===== config.mk =====
export PLATFORM = sky130hd
export DESIGN_NAME = rot_enc_decoder
export DESIGN_NICKNAME = d
export VERILOG_FILES = /design/src/rtl/rot_enc_pkg.sv /design/src/rtl/rot_enc_debounce.sv /design/src/rtl/rot_enc_decoder.sv
export SDC_FILE = /design/constraint.sdc
export NUM_CORES = 1
export LEC_CHECK = 0
export BUFFER_PORTS_ARGS = -buffer_cell sky130_fd_sc_hd__buf_2
export CAP_MARGIN = 40
export CORE_MARGIN = 2
export CORE_UTILIZATION = 55
export CTS_CLUSTER_SIZE = 28
export DETAILED_ROUTE_END_ITERATION = 6
export PLACE_DENSITY = 0.73
export SYNTH_ARGS = -nofsm -noshare
export SYNTH_HDL_FRONTEND = slang
export SYNTH_SLANG_ARGS = --single-unit

===== constraint.sdc =====
create_clock -name clk -period 4.4 [get_ports clk]
set_input_delay 0.22 -clock clk [delete_from_list [all_inputs] [get_ports clk]]
set_output_delay 0.22 -clock clk [all_outputs]
set_load 0.01 [all_outputs]

===== src/rtl/rot_enc_pkg.sv =====
// rot_enc_pkg -- shared constants and helpers for the rotary encoder decoder.
//   MOVE_NONE / MOVE_INC / MOVE_DEC : encodings of the 2-bit move output
//   DETENT_AB                       : {a,b} code of the mechanical rest position
//   cw_next()                       : clockwise successor of an {a,b} code
//   classify()                      : kind of step between two {a,b} codes
package rot_enc_pkg;

  localparam logic [1:0] MOVE_NONE = 2'b00;
  localparam logic [1:0] MOVE_INC  = 2'b10;
  localparam logic [1:0] MOVE_DEC  = 2'b01;
  localparam logic [1:0] DETENT_AB = 2'b00;

  typedef enum logic [1:0] {
    STEP_NONE,
    STEP_CW,
    STEP_CCW,
    STEP_ILLEGAL
  } step_e;

  // Clockwise Gray sequence 00 -> 01 -> 11 -> 10 -> 00.
  function automatic logic [1:0] cw_next(input logic [1:0] ab);
    logic [1:0] nxt;
    case (ab)
      2'b00:   nxt = 2'b01;
      2'b01:   nxt = 2'b11;
      2'b11:   nxt = 2'b10;
      default: nxt = 2'b00;
    endcase
    return nxt;
  endfunction

  // A step is CCW when the old code is the clockwise successor of the new
  // one; anything that is neither CW, CCW nor "no change" flipped both bits.
  function automatic step_e classify(input logic [1:0] prev_ab,
                                     input logic [1:0] cur_ab);
    step_e s;
    if (cur_ab == prev_ab)               s = STEP_NONE;
    else if (cur_ab == cw_next(prev_ab)) s = STEP_CW;
    else if (prev_ab == cw_next(cur_ab)) s = STEP_CCW;
    else                                 s = STEP_ILLEGAL;
    return s;
  endfunction

endpackage


===== src/rtl/rot_enc_debounce.sv =====
// rot_enc_debounce -- 2-flop synchronizer followed by a run-length debouncer
// for one raw, bouncy input bit.
//   clk, rst_n   : clock, asynchronous active-low reset
//   raw_i        : raw asynchronous input
//   stable_o     : registered debounced value
//   stable_d_o   : value stable_o takes at the next edge; lets a consumer
//                  register its reaction in the same edge as the update
// The stable value changes only after DEBOUNCE_CYCLES consecutive
// synchronized samples that differ from it.
module rot_enc_debounce #(
  parameter int DEBOUNCE_CYCLES = 16
) (
  input  logic clk,
  input  logic rst_n,
  input  logic raw_i,
  output logic stable_o,
  output logic stable_d_o
);

  localparam int CNT_W = (DEBOUNCE_CYCLES > 1) ? $clog2(DEBOUNCE_CYCLES) : 1;
  localparam logic [CNT_W-1:0] CNT_LAST = CNT_W'(DEBOUNCE_CYCLES - 1);

  logic             sync1_q;
  logic             sync2_q;
  logic             stable_q;
  logic             stable_d;
  logic [CNT_W-1:0] cnt_q;
  logic [CNT_W-1:0] cnt_d;

  // Any sample equal to the stable value restarts the run.
  always_comb begin
    stable_d = stable_q;
    cnt_d    = '0;
    if (sync2_q != stable_q) begin
      if (cnt_q == CNT_LAST) begin
        stable_d = sync2_q;
      end else begin
        cnt_d = cnt_q + 1'b1;
      end
    end
  end

  always_ff @(posedge clk or negedge rst_n) begin
    if (!rst_n) begin
      sync1_q  <= 1'b0;
      sync2_q  <= 1'b0;
      stable_q <= 1'b0;
      cnt_q    <= '0;
    end else begin
      sync1_q  <= raw_i;
      sync2_q  <= sync1_q;
      stable_q <= stable_d;
      cnt_q    <= cnt_d;
    end
  end

  assign stable_o   = stable_q;
  assign stable_d_o = stable_d;

endmodule


===== src/rtl/rot_enc_decoder.sv =====
// rot_enc_decoder -- quadrature rotary encoder decoder with per-channel
// synchronizer/debounce, signed step accumulator and one move per detent.
//   clk, rst_n    : clock, asynchronous active-low reset
//   rot_a, rot_b  : raw encoder channels (asynchronous, bouncy)
//   move          : one-cycle command, 10 = increment (CW), 01 = decrement
//   quad_err      : one-cycle pulse when both channels change at once
// Optional feature, enabled by defining ROT_ENC_CENTER_EN:
//   rot_center    : raw push-button input
//   center_press  : one-cycle pulse on the debounced 0->1 edge
module rot_enc_decoder
  import rot_enc_pkg::*;
#(
  parameter int DEBOUNCE_CYCLES  = 16,
  parameter int STEPS_PER_DETENT = 4
) (
  input  logic       clk,
  input  logic       rst_n,
  input  logic       rot_a,
  input  logic       rot_b,
`ifdef ROT_ENC_CENTER_EN
  input  logic       rot_center,
  output logic       center_press,
`endif
  output logic [1:0] move,
  output logic       quad_err
);

  localparam int ACC_MAX = STEPS_PER_DETENT + 1;
  localparam int ACC_W   = $clog2(ACC_MAX + 1) + 1;

  localparam logic signed [ACC_W-1:0] ACC_HI  = ACC_W'(ACC_MAX);
  localparam logic signed [ACC_W-1:0] ACC_LO  = ACC_W'(-ACC_MAX);
  localparam logic signed [ACC_W-1:0] THR_P   = ACC_W'(STEPS_PER_DETENT);
  localparam logic signed [ACC_W-1:0] THR_N   = ACC_W'(-STEPS_PER_DETENT);
  localparam logic signed [ACC_W-1:0] ACC_ONE = ACC_W'(1);

  logic [1:0] raw_ab;
  logic [1:0] stable_ab;  // debounced {a,b} as of the last edge = prev AB
  logic [1:0] next_ab;    // debounced {a,b} after the coming edge

  assign raw_ab = {rot_a, rot_b};

  genvar gi;
  generate
    for (gi = 0; gi < 2; gi++) begin : g_chan
      rot_enc_debounce #(
        .DEBOUNCE_CYCLES(DEBOUNCE_CYCLES)
      ) u_db (
        .clk        (clk),
        .rst_n      (rst_n),
        .raw_i      (raw_ab[gi]),
        .stable_o   (stable_ab[gi]),
        .stable_d_o (next_ab[gi])
      );
    end
  endgenerate

  logic signed [ACC_W-1:0] acc_q;
  logic signed [ACC_W-1:0] acc_d;
  logic signed [ACC_W-1:0] acc_step;
  logic [1:0]              move_q;
  logic [1:0]              move_d;
  logic                    quad_err_q;
  logic                    quad_err_d;
  step_e                   step;

  // The transition is evaluated on the value the debounced pair is about to
  // take, so move/quad_err are registered on the very edge the pair changes.
  always_comb begin
    step       = classify(stable_ab, next_ab);
    acc_step   = acc_q;
    quad_err_d = 1'b0;
    move_d     = MOVE_NONE;
    case (step)
      STEP_CW:      if (acc_q < ACC_HI) acc_step = acc_q + ACC_ONE;
      STEP_CCW:     if (acc_q > ACC_LO) acc_step = acc_q - ACC_ONE;
      STEP_ILLEGAL: quad_err_d = 1'b1;
      default:      ;
    endcase
    acc_d = acc_step;
    // Arriving at the detent decides on the count including this last step;
    // whatever the outcome the partial count is dropped.
    if (step != STEP_NONE && next_ab == DETENT_AB) begin
      if (acc_step >= THR_P)      move_d = MOVE_INC;
      else if (acc_step <= THR_N) move_d = MOVE_DEC;
      acc_d = '0;
    end
  end

  always_ff @(posedge clk or negedge rst_n) begin
    if (!rst_n) begin
      acc_q      <= '0;
      move_q     <= MOVE_NONE;
      quad_err_q <= 1'b0;
    end else begin
      acc_q      <= acc_d;
      move_q     <= move_d;
      quad_err_q <= quad_err_d;
    end
  end

  assign move     = move_q;
  assign quad_err = quad_err_q;

`ifdef ROT_ENC_CENTER_EN
  logic center_stable;
  logic center_next;
  logic center_press_q;
  logic center_press_d;

  rot_enc_debounce #(
    .DEBOUNCE_CYCLES(DEBOUNCE_CYCLES)
  ) u_db_center (
    .clk        (clk),
    .rst_n      (rst_n),
    .raw_i      (rot_center),
    .stable_o   (center_stable),
    .stable_d_o (center_next)
  );

  assign center_press_d = center_next & ~center_stable;

  always_ff @(posedge clk or negedge rst_n) begin
    if (!rst_n) begin
      center_press_q <= 1'b0;
    end else begin
      center_press_q <= center_press_d;
    end
  end

  assign center_press = center_press_q;
`endif

endmodule


* Word-level counts from Yosys, hierarchy flattened
Cells that the tools add are included.
** Storage, ports and cells
- Output and inout port bits :: 3
- Input bits :: 4
- Register bits :: 21
- Logic and storage cells :: 61
** Operators by class
- Reductions and logical operators :: 4
- Multiplexer cells :: 24
- $add $sub $neg :: 4
- Order comparisons :: 4
- Equal/unequal tests :: 14
** Operators by type and width (count)
- $mux 4 :: 7
- $mux 2 :: 7
- $pmux 2 s3 :: 2
- $add 4x1->4 const B :: 2
- $eq 2x2->1 const B :: 4
- $eq 4x4->1 const B :: 2
- $pmux 4 s2 :: 1
- $mux 1 :: 7
- $eq 2x1->1 const B :: 3
- $eq 2x2->1 :: 3
- $add 4x2->4 const B :: 1
- $ge 4x4->1 const B :: 1
- $gt 4x4->1 const B :: 1
- $le 4x3->1 const B :: 1
- $logic_not 2->1 :: 2
- $lt 4x4->1 const B :: 1
- $sub 4x2->4 const B :: 1
- $ne 1x1->1 :: 2
- $reduce_bool 2->1 :: 1
- $logic_and 1x1->1 :: 1

* Logic depth before layout (Yosys ltp)
Gate-level depths: netlist of run 1.
- Word-level depth :: 18
- Mapped depth :: 8
- Depth with buffers taken out :: 7

* Hierarchy
From an unflattened synthesis of run 1, not the netlist that was laid out.
** Second synthesis, totals
- Cell total of the unflattened synthesis :: 101
- Area, all modules :: 1109.8 um^2
** By module, submodules not included
- rot_enc_decoder :: area an instance 569.3 um^2, sequential area each 175.2 um^2, times used 1, cells an instance 65
- rot_enc_debounce :: area an instance 270.3 um^2, sequential area each 175.2 um^2, times used 2, cells an instance 18

* Worst setup path after synthesis of run 1
OpenSTA, ideal clock, no wires.
- Path kind :: reg2reg
- Start point :: register g_chan[1].u_db.cnt_q[0]
- End point :: register move_q[0], in the netlist move[0]
- Data required time :: 4333 ps
- Path slack :: 2364 ps
- Library setup time :: 67 ps
- Cell stages (with the launch flop) :: 9
- Path buffers :: 1
- Data arrival time :: 1969 ps
- Cell sequence :: dfrtp_1 -> ha_1 -> nand3_1 -> o21a_1 -> or2_1 -> buf_6 -> or4_4 -> o221ai_2 -> o311a_1
** On the way
- Longest elaborated chain between the ends :: 17
- Elaborated cells on any way between the ends :: 25
- Classes of those cells :: order compare: 2; eq/ne: 8; mux: 12; reduce/logical: 3
** Ends and longest elaborated chain
- start: declaration :: line rot_enc_debounce.sv:27 : logic [CNT_W-1:0] cnt_q;
- start signal: assignment :: line rot_enc_debounce.sv:53 : cnt_q <= cnt_d;
- $eq 4x4->1 (*) :: line rot_enc_debounce.sv:35 : if (cnt_q == CNT_LAST) begin
- $mux 1 (*) :: line rot_enc_debounce.sv:35
- $mux 1 (*) :: line rot_enc_debounce.sv:34 : if (sync2_q != stable_q) begin
- $eq 2x2->1 (tied with other cells) :: line rot_enc_pkg.sv:23 : case (ab)
- $pmux 2 s3 :: line rot_enc_pkg.sv:23
- $mux 2 :: line rot_enc_pkg.sv:38 : else if (cur_ab == cw_next(prev_ab)) s = STEP_CW;
- $mux 2 :: line rot_enc_pkg.sv:37 : if (cur_ab == prev_ab) s = STEP_NONE;
- $eq 2x2->1 :: line rot_enc_pkg.sv:39 : else if (prev_ab == cw_next(cur_ab)) s = STEP_CCW;
- (+2 left out)
- $mux 2 :: line rot_enc_pkg.sv:37
- $eq 2x2->1 / $eq 2x1->1 (equally long branches) :: line rot_enc_decoder.sv:74 : case (step)
- $pmux 4 s2 :: line rot_enc_decoder.sv:74
- $le 4x3->1 :: line rot_enc_decoder.sv:85 : else if (acc_step <= THR_N) move_d = MOVE_DEC;
- $mux 1 :: line rot_enc_decoder.sv:85
- $mux 2 :: line rot_enc_decoder.sv:84 : if (acc_step >= THR_P) move_d = MOVE_INC;
- $mux 2 (*) :: line rot_enc_decoder.sv:83 : if (step != STEP_NONE && next_ab == DETENT_AB) begin
- net move_d[0] :: line rot_enc_decoder.sv:62 : logic [1:0] move_d;
- end signal: assignment :: line rot_enc_decoder.sv:97 : move_q <= move_d;
- end: declaration :: line rot_enc_decoder.sv:61 : logic [1:0] move_q;
The timed path passes the listed nets; every way through them passes the cells marked *. The select of a mux whose other input is x is not followed.

* Worst setup path in the final report of run 1
Ends and elaborated chain as after synthesis.

==> results of run 1 <==
area by class of cell:
cell class | count | area (um^2)
clock buffer | 3 | 22.5
clock inverter | 1 | 5.00
fill | 182 | 739
inverter | 9 | 35.0
multi-input combinational | 81 | 541
sequential | 21 | 526
tap | 27 | 33.8
timing repair buffer | 9 | 60.1
cells by family (layout without fill, tap and decap cells):
kind of cell / Yosys count / count (layout) / share of synthesized area [%]
simple gates: 48 / 48 / 24.4
flops: 21 / 21 / 46.3
compound gates: 20 / 20 / 11.6
buf+inv: 12 / 22 / 6.06
xor+xnor: 6 / 6 / 4.63
fa+ha+maj: 4 / 4 / 4.41
mux: 3 / 3 / 2.65
routing by layer:
layer  global-route usage (%)  vias up
met3                     3.68        5
met2                     32.9       17
li1                         -      418
met4                     9.72        0
met5                        0        -
met1                     24.6      408
per-stage QoR:
stage	cells	hold WS [ps]	total power [mW]	utilization (%)
5_1_grt	151	371	0.340	62.3
3_5_place_dp	144	195	0.231	59.4
2_1_floorplan	114	-75.6	0.222	-
3_3_place_gp	144	186	0.230	59.4
6_report	151	364	0.326	62.3
4_1_cts	151	366	0.331	62.3
path summary, 6_finish.rpt:
check                           slack (ps)                     from                      end  cells past startpoint
min in group clk                       360   g_chan[1].u_db.sync1_q   g_chan[1].u_db.sync2_q                      0
worst max-delay path                  2220  g_chan[1].u_db.cnt_q[0]                  move[0]                      7
worst min register to register         360   g_chan[1].u_db.sync1_q   g_chan[1].u_db.sync2_q                      0
worst min-delay path                   360                    rst_n  g_chan[0].u_db.cnt_q[1]                      2
max in group asynchronous             3730                    rst_n                 acc_q[3]                      2
worst max register to register        2220  g_chan[1].u_db.cnt_q[0]                  move[0]                      7
cells in the mapped netlist (all sizes together):
cell type  number  area share, %
or4             1           0.99
nor2b           5            4.1
o32ai           1           0.77
nor3            8            3.5
nand4b          1           0.77
dfrtp          21             46
a21oi           7            3.1
xor2            2            1.5
o21ai           5            2.2
xnor2           4            3.1
or2             1           0.55
nand2           5            1.7
mux2i           3            2.6
buf             3            3.0
o221ai          1            1.3
inv             8            2.6
nand3           5            2.2
nor4            2            1.1
and3            3            1.7
ha              4            4.4
clkinv          1           0.44
a31oi           1           0.55
nand2b          3            1.7
and2            3            1.7
a211o           1           0.77
nor4b           1           0.77
o21a            2            1.3
o311a           1           0.88
nor2            8            2.6
o211ai          1           0.66
nand4           2            1.1
power by group through the flow:
stage	clock network [mW]	registers, mW	logic (mW)
finish	0.0964	0.207	0.0225
global placement	0	0.210	0.0198
CTS	0.101	0.207	0.0229
global route	0.105	0.208	0.0266
floorplan	0	0.209	0.0131
detailed placement	0	0.211	0.0207
sequential cells by signal, indices dropped and copies added, names as in the netlist:
register,cells
acc_q,4
g_chan.u_db.cnt_q,8
g_chan.u_db.stable_o,2
g_chan.u_db.sync1_q,2
g_chan.u_db.sync2_q,2
move,2
quad_err,1
==> qor.yml, run 1 <==
status: "complete, no violations"
drtIter0Drc: 19
grt_pass1_wl_um: 3640
remaining_drc_errors: 0
via_count: 848
synthCells: 114
layout_commonest_cell: "dfrtp_1"
end_kind: "flop"
crit_slowest_cell: "or4_4"
yosysUniqueCellTypes: 33
wl_met1_um: 970
hold_buffers: 3
gp_congestion: 0.840
grt_max_degree: 22
grt_setup_unrepaired: "no"
cts_buffer_depth: 2
ys_seq_area_share_pct: 46.3
worst_slack_ps: 2220
clock_latency_ps: 310
power_switching_mw: 0.0813
finClkSkew_ps: 0.903
crit_required_ps: 4660
grt_usage_pct: 19.8
floorplan.rows: 16
dieArea_mm2: 0.00244
fin_area_mm2: 0.00122
root_buffer: "clkbuf_4"
slew_violations: 0
antenna_found_initial: 0
drive_gt1_share_pct: 12.1
worst_pin_slew_ps: 456
slew_headroom_pct: 69.4
drtAntennaViolNets: 0
comb_power_share_pct: 6.9
hold_viol_final: 0
layout.nets: 133
detail_route.vias_per_cell: 5.62
fin_crit_sh_pct: 49.5
min_period_ps: 2180
wl_um: 2010
htree_levels: 1
die_y_um: 49.4
powerDensity_mw_per_mm2: 266
cap_violations: 0
final_cell_mix: "dfrtp_1 (21), nor3_1 (8), inv_1 (8), nor2_1 (8), a21oi_1 (7)"
swShare_pct: 25.0
p_seq_share_pct: 63.5
path_buf_inv: 0
dr_wl_met3_um: 64
worstPathArrival_ps: 2440
path_max_fanout: 7
worstPathCellList: "ha_1, nand3_1, o21a_1, or2_1, or4_4, o221ai_2, o311a_1"
p_leak_nw: 0.559
cts_tree: "built"
area_growth_pct: 7.72
clkTransAtPathRegs_ps: 120
start_kind: "flop"
post-place-ws_ps: 2260
post_cts_buffers: 0
critPathMaxStageDelay_ps: 540
fmax_mhz: 459
yosysWarnings: 0
initial_core_util_pct: 57.8
cts_resized: 0
synth_fp_nets: 122
clock_sinks: 21
grt.overflow.total: 0
first_pass_iters: 4
clkPwrFrac_pct: 29.6
syn_area_mm2: 0.00113
num_antenna_cells: 0
syn_avg_cell_area_um2: 9.95
hpwlAfterDp_um: 1430
highest_layer: "met4"
ys_seq_elements: 21
place_area_mm2: 0.00116
fin_tns_setup_ps: 0
vdd_drop_max_mv: 0.215
numCtsBuffers: 3
internal_power_mw: 0.244
critPathKind: "reg -> reg"
hold_path_class: "in -> async"
core_area_mm2: 0.00196
wl_per_cell_um: 13.3
finalSetupViolCount: 0
cp_top_family: "simple AND/OR/NAND/NOR gates"
dr_wl_met2_um: 927
ios: 7
grt_pass1_vias: 861
numPortBuffers: 6
die_w_um: 49.4
Note: power is estimated with default switching activity, not from simulation.
==> run 2: changes to the inputs <==
==> constraint.sdc (replaced) <==
create_clock -name clk -period 2.2 [get_ports clk]
set_input_delay 0.11 -clock clk [delete_from_list [all_inputs] [get_ports clk]]
set_output_delay 0.11 -clock clk [all_outputs]
set_load 0.01 [all_outputs]
==> run 2 against run 1 <==
  * Sequential share of layout area is 1.2 points lower
  * Maximum frequency grew 6.8%
  * Global-route usage fell by 1.6 points
  * Final area grew 2.8%
  * Final cell count increased by 2.0%
  * Die area stayed put
  * Flip-flop and latch count unchanged
  * Via count shrank 1.2%
  * Sequential power grew 100%
  * Power increased by 96%
  * Routed wire length decreased by 3.8%
==> qor.yml, run 2 (synthesis gave the netlist of run 1 again) <==
via_count: 838  # -1.2%
fin_crit_sh_pct: 92.6  # +43 points
grt_usage_pct: 18.2  # -1.6 points
p_leak_nw: 0.565  # +1.1%
clock_sinks: 21  # unchanged
r2r_end: "move[0]"
final_cell_mix: "dfrtp_1 (21), nor3_1 (8), inv_1 (8), nor2_1 (8), a21oi_1 (7)"
crit_slowest_cell: "or4_4"
worstPathCellList: "ha_2, and3_4, o21ai_1, and2_1, or4_4, o221ai_2, o311a_1"
dp.cells: 147  # +2.1%
worst_slack_ps: 162  # -2060 ps
end_kind: "flop"
gp_congestion: 0.820  # -2.4%
layout.nets: 136  # +2.3%
die_w_um: 49.4  # unchanged
grt_pass1_wl_um: 3510  # -3.6%
area_growth_pct: 10.7
min_period_ps: 2040  # -139 ps
core_area_mm2: 0.00196  # unchanged
crit_required_ps: 2450  # -2210 ps
rr_worst_depth: 7  # unchanged
wl_um: 1930  # -3.8%
grt_pass1_vias: 833  # -3.3%
hold_path_class: "in -> async"
fin_area_mm2: 0.00126  # +2.8%
dieArea_mm2: 0.00244  # unchanged
finClkSkew_ps: 9.14  # +8.23 ps
antenna_found_initial: 0  # unchanged
die_y_um: 49.4  # unchanged
slew_violations: 0  # unchanged
grt.overflow.total: 0  # unchanged
grt_setup_unrepaired: "no"
numCtsBuffers: 3  # unchanged
top_register: "g_chan.u_db.cnt_q"
instances_no_fill: 154  # +2.0%
r2r_slack_ps: 160  # -2060 ps
remaining_drc_errors: 0  # unchanged
drive_gt1_share_pct: 16.5  # +4.4 points
htree_levels: 1  # unchanged
grt_max_degree: 22  # unchanged
cts_buffer_depth: 2  # unchanged
post-place-ws_ps: 134  # -2130 ps
first_pass_iters: 4  # unchanged
layout_commonest_cell: "dfrtp_1"
ios: 7  # unchanged
floorplan.rows: 16  # unchanged
numPortBuffers: 6  # unchanged
fmax_mhz: 491  # +6.8%
finalPower_mw: 0.637  # +96%
cap_violations: 0  # unchanged
start_kind: "flop"
detail_route.vias_per_cell: 5.44  # -3.1%
wl_per_cell_um: 12.5  # -5.7%
cp_top_family: "simple AND/OR/NAND/NOR gates"
cts_tree: "built"
status: "complete, no violations"
place_area_mm2: 0.00119  # +1.9%
top_regs: "g_chan.u_db.cnt_q (8), acc_q (4)"
path_max_fanout: 4  # -3
path_buf_inv: 0  # unchanged
slew_headroom_pct: 70.8  # +1.4 points
reg2reg_from: "g_chan[0].u_db.cnt_q[0]"
clkTransAtPathRegs_ps: 110  # about the same
worst_pin_slew_ps: 437  # -19.6 ps
clock_latency_ps: 300  # about the same
hpwlAfterDp_um: 1470  # +2.8%
drtAntennaViolNets: 0  # unchanged
largest_reg_flops: 8  # unchanged
initial_core_util_pct: 57.8  # unchanged
finalSetupViolCount: 0  # unchanged
vdd_drop_max_mv: 0.519  # +140%
num_antenna_cells: 0  # unchanged
hold_viol_final: 0  # unchanged
fin_tns_setup_ps: 0  # unchanged
root_buffer: "clkbuf_4"
worstPathArrival_ps: 2290  # -150 ps
drtIter0Drc: 17  # -2
post_cts_buffers: 0  # unchanged
critPathKind: "reg -> reg"
critPathMaxStageDelay_ps: 540  # about the same
powerDensity_mw_per_mm2: 507  # +90%
-- run 2: cell count changes in the layout (fill, tap and decap cells not counted), sizes merged --
| cell | change |
|---|---|
| buf | +3 |
| clkinv | -1 |
| clkbuf | +1 |
-- run 2: final cells by class --
class	instances	area [um^2]
flip-flops and latches	21	526
fillers	170	706
inverters	9	35.0
clock buffers	4	26.3
multi-input cells	81	553
well taps	27	33.8
repair buffers	12	82.6
-- run 2: how the worst max path moves through the flow --
stage | start | slack (ps) | endpoint | depth (start not counted)
2_1_floorplan | g_chan[1].u_db.cnt_q[0] | 160 | move[0] | 8
3_3_place_gp | g_chan[0].u_db.cnt_q[0] | 180 | move[0] | 7
3_5_place_dp | g_chan[0].u_db.cnt_q[0] | 130 | move[0] | 7
4_1_cts | g_chan[0].u_db.cnt_q[0] | 110 | move[0] | 7
5_1_grt | g_chan[1].u_db.cnt_q[0] | 30 | move[0] | 7
6_report | g_chan[0].u_db.cnt_q[0] | 160 | move[0] | 7
-- run 2: power by group --
group          switching, mW  leakage [nW]  internal [mW]
Sequential            0.0145         0.274          0.400
Combinational         0.0230         0.277         0.0216
Clock                  0.108        0.0150         0.0706
-- run 2: what timing repair did --
action                                  4_1_cts  5_1_grt
endpoints found under the hold margin        23        0
hold buffers                                  3        0
endpoints found under the setup margin        0        1
gates resized for setup                       0        4
-- run 2: metrics by stage --
| step | util [%] | hold WS, ps |
|---|---|---|
| 2_1_floorplan | - | -186 |
| 3_3_place_gp | 60.5 | 75.0 |
| 5_1_grt | 64.0 | 325 |
| 3_5_place_dp | 60.5 | 77.4 |
| 6_report | 64.0 | 273 |
| 4_1_cts | 63.4 | 287 |
-- run 2: routing by layer --
metal  track usage (%)  wire length (um)
met5                 0                 0
met4              6.48                32
met3              1.84                57
met2              29.7               896
met1              25.2               943
